<file path="src/rtl/exe_tl_pkg.sv">
// Shared definitions for the EXE->TL stage: opcodes, access sizes, occupancy
// states and the registered payload layout.
package exe_tl_pkg;

  localparam logic [6:0] OPC_LOAD  = 7'b0000011;
  localparam logic [6:0] OPC_STORE = 7'b0100011;

  localparam logic [1:0] SIZE_B = 2'b00;
  localparam logic [1:0] SIZE_H = 2'b01;
  localparam logic [1:0] SIZE_W = 2'b10;
  localparam logic [1:0] SIZE_D = 2'b11;

  // Payload fields are sized for the widest legal configuration; narrower
  // instances zero-extend on entry and slice on exit.
  localparam int MAX_XLEN = 64;
  localparam int MAX_REGW = 8;
  localparam int INSN_W   = 32;

  typedef enum logic [1:0] {
    OCC_EMPTY = 2'd0,
    OCC_ONE   = 2'd1,
    OCC_FULL  = 2'd2
  } occ_e;

  typedef struct packed {
    logic                  cache_en;
    logic                  cache_we;
    logic                  int_we;
    logic                  misaligned;
    logic [MAX_XLEN-1:0]   addr;
    logic [MAX_XLEN/8-1:0] byte_mask;
    logic [MAX_XLEN-1:0]   store_data;
    logic [MAX_REGW-1:0]   write_addr;
    logic [INSN_W-1:0]     instruction;
    logic [MAX_XLEN-1:0]   pc;
  } tl_payload_t;

  function automatic logic [7:0] size_lanes(input logic [1:0] size);
    logic [7:0] lanes;
    unique case (size)
      SIZE_B:  lanes = 8'h01;
      SIZE_H:  lanes = 8'h03;
      SIZE_W:  lanes = 8'h0F;
      default: lanes = 8'hFF;
    endcase
    return lanes;
  endfunction

endpackage

</file>
<file path="src/rtl/exe_tl_memdec.sv">
// Combinational memory-op decode: opcode class, access size legality,
// alignment, byte-lane mask and lane-aligned store data.
module exe_tl_memdec
  import exe_tl_pkg::*;
#(
  parameter int XLEN = 32
) (
  input  logic [6:0]               opcode_i,
  input  logic [1:0]               size_i,
  input  logic [$clog2(XLEN/8)-1:0] offset_i,
  input  logic                     int_we_i,
  input  logic [XLEN-1:0]          store_data_i,
  output logic                     cache_en_o,
  output logic                     cache_we_o,
  output logic                     int_we_o,
  output logic                     misaligned_o,
  output logic [XLEN/8-1:0]        byte_mask_o,
  output logic [XLEN-1:0]          store_data_o
);

  localparam int LANES = XLEN / 8;
  localparam int OFFW  = $clog2(LANES);

  logic            is_load;
  logic            is_store;
  logic            is_mem;
  logic            size_ok;
  logic            aligned;
  logic            legal;
  logic [7:0]      lanes;
  logic [OFFW-1:0] align_mask;

  always_comb begin
    is_load    = (opcode_i == OPC_LOAD);
    is_store   = (opcode_i == OPC_STORE);
    is_mem     = is_load | is_store;
    lanes      = size_lanes(size_i);
    size_ok    = (XLEN == 64) || (size_i != SIZE_D);
    // Offset bits below the access size must be zero.
    align_mask = OFFW'((4'd1 << size_i) - 4'd1);
    aligned    = (offset_i & align_mask) == '0;
    legal      = is_mem & size_ok & aligned;

    misaligned_o = is_mem & ~(size_ok & aligned);
    cache_en_o   = legal;
    cache_we_o   = legal & is_store;
    int_we_o     = legal & is_load & int_we_i;
    byte_mask_o  = legal ? LANES'(16'(lanes) << offset_i) : '0;
    store_data_o = legal ? (store_data_i << {offset_i, 3'b000}) : '0;
  end

endmodule

</file>
<file path="src/rtl/exe_tl_stage.sv">
// EXE->TL pipeline register with one-entry skid buffer; memory decode is
// done on entry so every tl_* output comes straight from flops.
module exe_tl_stage
  import exe_tl_pkg::*;
#(
  parameter int XLEN = 32,
  parameter int REGW = 5
) (
  input  logic              clk_i,
  input  logic              rst_i,
  input  logic              kill_i,
  input  logic              exe_valid_i,
  output logic              exe_ready_o,
  input  logic [XLEN-1:0]   exe_cache_addr_i,
  input  logic [REGW-1:0]   exe_write_addr_i,
  input  logic              exe_int_write_enable_i,
  input  logic [XLEN-1:0]   exe_store_data_i,
  input  logic [31:0]       exe_instruction_i,
  input  logic [XLEN-1:0]   exe_pc_i,
  output logic              tl_valid_o,
  input  logic              tl_ready_i,
  output logic              tl_cache_enable_o,
  output logic              tl_cache_we_o,
  output logic [XLEN-1:0]   tl_cache_addr_o,
  output logic [XLEN/8-1:0] tl_byte_mask_o,
  output logic [XLEN-1:0]   tl_store_data_o,
  output logic [REGW-1:0]   tl_write_addr_o,
  output logic              tl_int_write_enable_o,
  output logic              tl_misaligned_o,
  output logic [31:0]       tl_instruction_o,
  output logic [XLEN-1:0]   tl_pc_o
);

  localparam int LANES = XLEN / 8;
  localparam int OFFW  = $clog2(LANES);

  occ_e        state_q, state_d;
  logic        ready_q, ready_d;
  logic        valid_q, valid_d;
  tl_payload_t out_q, out_d;
  tl_payload_t skid_q, skid_d;
  tl_payload_t in_pl;

  logic             dec_en;
  logic             dec_we;
  logic             dec_iwe;
  logic             dec_mis;
  logic [LANES-1:0] dec_mask;
  logic [XLEN-1:0]  dec_sdata;
  logic             accept;
  logic             consume;

  exe_tl_memdec #(.XLEN(XLEN)) u_memdec (
    .opcode_i     (exe_instruction_i[6:0]),
    .size_i       (exe_instruction_i[13:12]),
    .offset_i     (exe_cache_addr_i[OFFW-1:0]),
    .int_we_i     (exe_int_write_enable_i),
    .store_data_i (exe_store_data_i),
    .cache_en_o   (dec_en),
    .cache_we_o   (dec_we),
    .int_we_o     (dec_iwe),
    .misaligned_o (dec_mis),
    .byte_mask_o  (dec_mask),
    .store_data_o (dec_sdata)
  );

  always_comb begin
    in_pl             = '0;
    in_pl.cache_en    = dec_en;
    in_pl.cache_we    = dec_we;
    in_pl.int_we      = dec_iwe;
    in_pl.misaligned  = dec_mis;
    in_pl.addr        = MAX_XLEN'(exe_cache_addr_i);
    in_pl.byte_mask   = (MAX_XLEN/8)'(dec_mask);
    in_pl.store_data  = MAX_XLEN'(dec_sdata);
    in_pl.write_addr  = MAX_REGW'(exe_write_addr_i);
    in_pl.instruction = exe_instruction_i;
    in_pl.pc          = MAX_XLEN'(exe_pc_i);
  end

  assign accept  = exe_valid_i & ready_q;
  assign consume = valid_q & tl_ready_i;

  always_comb begin
    state_d = state_q;
    out_d   = out_q;
    skid_d  = skid_q;
    if (kill_i) begin
      state_d = OCC_EMPTY;
    end else begin
      unique case (state_q)
        OCC_EMPTY: begin
          if (accept) begin
            out_d   = in_pl;
            state_d = OCC_ONE;
          end
        end
        OCC_ONE: begin
          if (accept && consume) begin
            out_d = in_pl;
          end else if (accept) begin
            skid_d  = in_pl;
            state_d = OCC_FULL;
          end else if (consume) begin
            state_d = OCC_EMPTY;
          end
        end
        OCC_FULL: begin
          // ready_q is low here, so only a consume can happen.
          if (consume) begin
            out_d   = skid_q;
            state_d = OCC_ONE;
          end
        end
        default: state_d = OCC_EMPTY;
      endcase
    end
    valid_d = (state_d != OCC_EMPTY);
    ready_d = (state_d != OCC_FULL);
  end

  always_ff @(posedge clk_i) begin
    if (rst_i) begin
      state_q <= OCC_EMPTY;
      valid_q <= 1'b0;
      ready_q <= 1'b1;
    end else begin
      state_q <= state_d;
      valid_q <= valid_d;
      ready_q <= ready_d;
    end
    out_q  <= out_d;
    skid_q <= skid_d;
  end

  // Payload is only meaningful while valid; outputs read as zero otherwise.
  assign exe_ready_o           = ready_q;
  assign tl_valid_o            = valid_q;
  assign tl_cache_enable_o     = valid_q & out_q.cache_en;
  assign tl_cache_we_o         = valid_q & out_q.cache_we;
  assign tl_int_write_enable_o = valid_q & out_q.int_we;
  assign tl_misaligned_o       = valid_q & out_q.misaligned;
  assign tl_cache_addr_o       = valid_q ? out_q.addr[XLEN-1:0] : '0;
  assign tl_byte_mask_o        = valid_q ? out_q.byte_mask[LANES-1:0] : '0;
  assign tl_store_data_o       = valid_q ? out_q.store_data[XLEN-1:0] : '0;
  assign tl_write_addr_o       = valid_q ? out_q.write_addr[REGW-1:0] : '0;
  assign tl_instruction_o      = valid_q ? out_q.instruction : '0;
  assign tl_pc_o               = valid_q ? out_q.pc[XLEN-1:0] : '0;

endmodule

</file>
<file path="config.mk">
export PLATFORM = sky130hd
export DESIGN_NAME = exe_tl_stage
export DESIGN_NICKNAME = d
export VERILOG_FILES = /design/src/rtl/exe_tl_pkg.sv /design/src/rtl/exe_tl_memdec.sv /design/src/rtl/exe_tl_stage.sv
export SDC_FILE = /design/constraint.sdc
export NUM_CORES = 1
export LEC_CHECK = 0
export ABC_AREA = 1
export BUFFER_PORTS_ARGS = -buffer_cell sky130_fd_sc_hd__buf_2
export CELL_PAD_IN_SITES_DETAIL_PLACEMENT = 0
export CELL_PAD_IN_SITES_GLOBAL_PLACEMENT = 1
export CORE_ASPECT_RATIO = 2
export CORE_MARGIN = 5
export CORE_UTILIZATION = 37
export CTS_CLUSTER_SIZE = 30
export DETAILED_ROUTE_END_ITERATION = 10
export PLACE_DENSITY_LB_ADDON = 0.1
export REMOVE_ABC_BUFFERS = 1
export SYNTH_ARGS = -nofsm -noshare
export SYNTH_HDL_FRONTEND = slang
export SYNTH_HIERARCHICAL = 1
export SYNTH_SLANG_ARGS = --single-unit
</file>
<file path="constraint.sdc">
create_clock -name clk_i -period 17.3 [get_ports clk_i]
set_clock_uncertainty 0.2 [all_clocks]
set_input_delay 3.46 -clock clk_i [delete_from_list [all_inputs] [get_ports clk_i]]
set_output_delay 3.46 -clock clk_i [all_outputs]
set_load 0.02 [all_outputs]
</file>
Yosys cells after proc, flatten, opt, wreduce, memory -nomap -nowiden. Index checks and enable logic that the tools add are counted.

$add $sub $neg: 1. Equality and inequality tests: 11. Shift operators: 3. Multiplexer cells: 20. Bitwise gates (word level): 18. Reductions and logical operators: 8.

Operators by type and width (number): $mux 244 (3); $pmux 244 s3 (1); $mux 32 (5); $shl 32x5->32 (1); $pmux 8 s3 (1); $and 1x1->1 (13); $mux 2 (6); $ne 2x2->1 const B (5); $mux 4 (2); $shl 8x2->4 (1); $eq 7x2->1 const B (1); $eq 7x6->1 const B (1); $logic_not 2->1 (3); $pmux 2 s3 (1); $mux 5 (1); $reduce_and 5->1 (1); $eq 2x1->1 const B (2); $eq 2x2->1 const B (2); $reduce_and 4->1 (1); $not 1->1 (3); $reduce_bool 3->1 (1); $and 2x2->2 (1); $reduce_bool 2->1 (1); $shl 1x2->2 const A (1); other kinds (3) (3).

Flip-flop bits (word level): 286. Bits of input ports: 139. Output and inout port bits: 143. Word-level logic and storage cells: 84.

Logic depth before layout (Yosys ltp).
Depth in word-level cells: 9. Mapped depth: 9. Depth with buffers taken out: 8.

By module. The synthesis kept the hierarchy.

By module, submodules not included: exe_tl_stage (instances 1, cells an instance 1065, area each 11534.8 um2, sequential area each 8548.2 um2); exe_tl_memdec (instances 1, cells an instance 192, area each 875.8 um2, sequential area each 0.0 um2).

Worst setup path before layout. No wires, ideal clock.

Kind: in2reg. From: input tl_ready_i. To: register skid_q[0] (netlist name), enable pin. Setup time: 0.988 ns. Arrival time: 16.856 ns. Data required time: 16.112 ns. Path slack: -0.744 ns. Cell stages on the path: 3. Path buffers: 0. Cell sequence: nand2_1 > nand2_1 > nor4_1.

Word-level cells in the longest chain between the ends: 4.

Ends and longest elaborated chain: from (decl) (RTL line exe_tl_stage.sv:21) `input logic tl_ready_i,`; $and 1x1->1 (RTL line exe_tl_stage.sv:82) `assign consume = valid_q & tl_ready_i;`; $logic_and 1x1->1 (RTL line exe_tl_stage.sv:99) `if (accept && consume) begin`; $not 1->1 (no line); $reduce_and 4->1 (no line); to (signal assigned) (RTL line exe_tl_stage.sv:133) `skid_q <= skid_d;`; to (decl) (RTL line exe_tl_stage.sv:41) `tl_payload_t skid_q, skid_d;`.

Every way passes these cells. A chain may end at the register's enable or synchronous reset.

Worst setup path in the final report.
From: register valid_q (netlist: tl_valid_o). To: output tl_pc_o[7].

Word-level cells in the longest chain between the ends: 1.

Ends and longest elaborated chain: from (decl) (RTL line exe_tl_stage.sv:39) `logic valid_q, valid_d;`; from (signal assigned) (RTL line exe_tl_stage.sv:129) `valid_q <= valid_d;`; $mux 32 (RTL line exe_tl_stage.sv:148) `assign tl_pc_o = valid_q ? out_q.pc[XLEN-1:0] : '0;`; to (decl) (RTL line exe_tl_stage.sv:31) `output logic [XLEN-1:0] tl_pc_o`.

Every way passes these cells.

==> key figures <==
Global routing
  – Vias in the first global route: 8694
  – GR peak layer: met2
  – Initial antenna violation count: 3
  – Largest net degree at the start of global routing: 91
  – Tot GR Track Use: 16.4%
  – Met2 Use GR: 29.6%
  – Met3 usage: 2.15%
  – First-pass GRT wire length: 48500 um
  – Total grt overflow: 0
  – Global-route track usage on met1: 20.3%

Logic synthesis
  – Yosys cell types: 23
  – Adder-Cell Fraction of Synth Area: 0%
  – Largest family of logic cells by synthesized area: simple AND/OR/NAND/NOR gates
  – #FFs+latches synth: 286
  – Simple-gate share of the synthesized area: 23.1%
  – Mux contribution to synthesized area: 0%
  – Mapped Area: 0.0124 mm^2
  – Yosys Warn Count: 6
  – Post-synthesis xor/xnor area fraction: 0%
  – Register area share after synthesis: 68.9%
  – Synth Instances: 1257
  – Post-Syn Area per Cell: 9.87 um^2
  – Synth Area in Compound Gates: 0.605%

CTS
  – CTS HTree Levels: 1
  – CTS tree: built
  – Max clock buf depth: 3
  – CTS Buf Count: 26
  – Clock-pin slew on the worst setup and hold paths: 60 ps
  – CTS resizes: 0
  – CTS Hold Buffers Added: 0
  – Setup repair bufs after CTS: 0
  – Root buffer cell: clkbuf_16
  – Clk Latency, worst-skew pair: 530 ps
  – Sink Count: 286

Placed design
  – Placed Cells incl. Taps: 1925
  – Gp weighted congestion: 0.795
  – PortBufs: 281
  – DP HPWL: 20900 um

Die
  – Cell Rows: 95
  – Initial Utilization: 37.2%
  – Die X: 140 um
  – Die Y: 269 um
  – Core ar.: 0.0334 mm^2
  – I/O pin cnt: 282
  – Die Area: 0.0375 mm^2

Min path
  – Worst Hold Launch: skid_q[204]$_DFFE_PP_
  – Hold crit path type: reg2reg

Critical path
  – Crit path DAT: 2660 ps
  – Max FO, Critical Path: 90
  – WP data required: 13640 ps
  – Crit path cell chain: buf_4 -> nand2_1 -> inv_1 -> buf_2
  – CP endpoint kind: primary output
  – Path depth of the worst reg2reg path: 6
  – R2r setup slk: 12860 ps
  – Slowest cell on crit path: buf_4
  – Reg-to-Reg End: out_q[79]$_DFFE_PP_
  – CP Class: reg2out
  – Max stage delay on crit path: 840 ps
  – Critical path origin: tl_valid_o$_SDFF_PP0_
  – Startpoint type of the worst setup path: flip-flop
  – Critical path endpoint: tl_pc_o[7]
  – Worst R2R Start: tl_valid_o$_SDFF_PP0_

Timing
  – Slew at the pin closest to its max-slew limit: 1080 ps
  – Fmax: 158 MHz
  – Worst slew margin: 27.8%
  – Tmin final: 6320 ps
  – Hold WS: 315 ps
  – Final setup viols: 0
  – Max-slew violations: 0
  – RSZ-0062 raised after global routing: no
  – Final hold violation count: 0
  – Fin crit share: 36.5%

Route
  – WL/cell: 16.3 um
  – Vias per std cell: 4.46
  – Post-DRT Antenna Nets: 0
  – Routed wire length: 32100 um
  – DRT Pass-1 Iters: 6
  – Via count: 8788
  – Residual DRC count: 0
  – Starting DRC count in detailed routing: 517

Power
  – Pleak: 0.00766 uW
  – Power density over the cells: 99.1 mW/mm^2
  – Peak supply drop: 0.0760 mV

Outcome
  – Outcome: finished, final reports clean

Layout
  – Final instance count without filler cells: 1971
  – Area grow syn2layout: 20.4%
  – Layout net count: 1656
  – Share of post-route cells with drive strength above 1: 22.7%

Run
  – Max-Cap Viols: 0
-- Yosys cell counts --
cell type	instances	share of area (%)
nand3_1	20	0.81
nor3_1	1	0.040
nor2_2	10	0.50
buf_2	32	1.3
edfxtp_1	282	68
buf_1	3	0.091
buf_6	4	0.36
nand4_1	1	0.050
o21ai_1	6	0.24
nand2_1	662	20
nand2_4	2	0.18
inv_2	3	0.091
dfxtp_1	4	0.65
clkbuf_1	15	0.45
inv_1	160	4.8
nor2_1	31	0.94
a21oi_1	2	0.081
nand2_2	1	0.050
nand3_2	1	0.081
o21ai_0	7	0.28
nor2_4	4	0.36
nor4_1	1	0.050
buf_4	5	0.30
-- power by group --
group	internal, uW	switching [uW]
Clock	311	244
Combinational	36.6	85.2
Sequential	793	10.3
-- cell type report --
cell class	count	area, um^2
diodes	3	7.51
clock buffers	31	691
clock inverters	12	103
multi-input cells	749	2950
inverters	163	614
repair buffers	291	1480
flip-flops and latches	286	8550
well taps	436	546
fillers	3373	18500
-- cell usage in the layout, fill, tap and decap left out, drive strengths merged --
cell and count:
buf 291, dfxtp 4, nor2 45, a21oi 2, inv 163, nor3 1, clkinv 10, nand4 1
o21ai 13, nand3 21, nor4 1, bufinv 2, edfxtp 282, clkbuf 31, nand2 665, diode 3
-- critical path, delay by kind of cell (launching register included) --
family	cells	cell delay, ps
AND/OR/NAND/NOR	1	240
buffers and inverters	3	1100
flip-flops	1	720
-- metal layers --
layer | vias up | part of all wire (%)
met5 | - | 0
met4 | 0 | 2.5
met3 | 42 | 4.9
met2 | 242 | 53
met1 | 4076 | 40
li1 | 4428 | -
-- worst min-delay path by stage --
stage | end | slack (ps) | depth (start not counted)
2_1_floorplan | out_q[0]$_DFFE_PP_ | 290 | 2
6_report | out_q[204]$_DFFE_PP_ | 320 | 2
3_5_place_dp | out_q[92]$_DFFE_PP_ | 300 | 2
5_1_grt | out_q[29]$_DFFE_PP_ | 330 | 2
4_1_cts | out_q[204]$_DFFE_PP_ | 320 | 2
3_3_place_gp | out_q[24]$_DFFE_PP_ | 300 | 2
-- cells by family after synthesis --
group / after synthesis
flip-flops: 286
AND/OR/NAND/NOR: 734
AO/OA/AOI/OAI: 15
buffers and inverters: 222
-- flip-flops by register name (all words and copies together) (netlist names) --
| register | flops |
|---|---|
| out_q | 141 |
| state_q | 2 |
| skid_q | 141 |
| tl_valid_o | 1 |
| exe_ready_o | 1 |
-- per-stage QoR --
step / utilization, % / total power, uW / TNS (ps) / cell area [um^2] / setup slack, ps
after floorplan: - / 891 / -113090 / 12100 / -802
after global placement: 42.4 / 943 / 0 / 14100 / 10970
after detailed placement: 42.4 / 944 / 0 / 14100 / 10950
after CTS: 44.7 / 1500 / 0 / 14900 / 10810
after global routing: 44.8 / 1550 / 0 / 14900 / 10720
final: 44.8 / 1480 / 0 / 14900 / 10980
No activity file was read; power rests on OpenSTA's default activity.
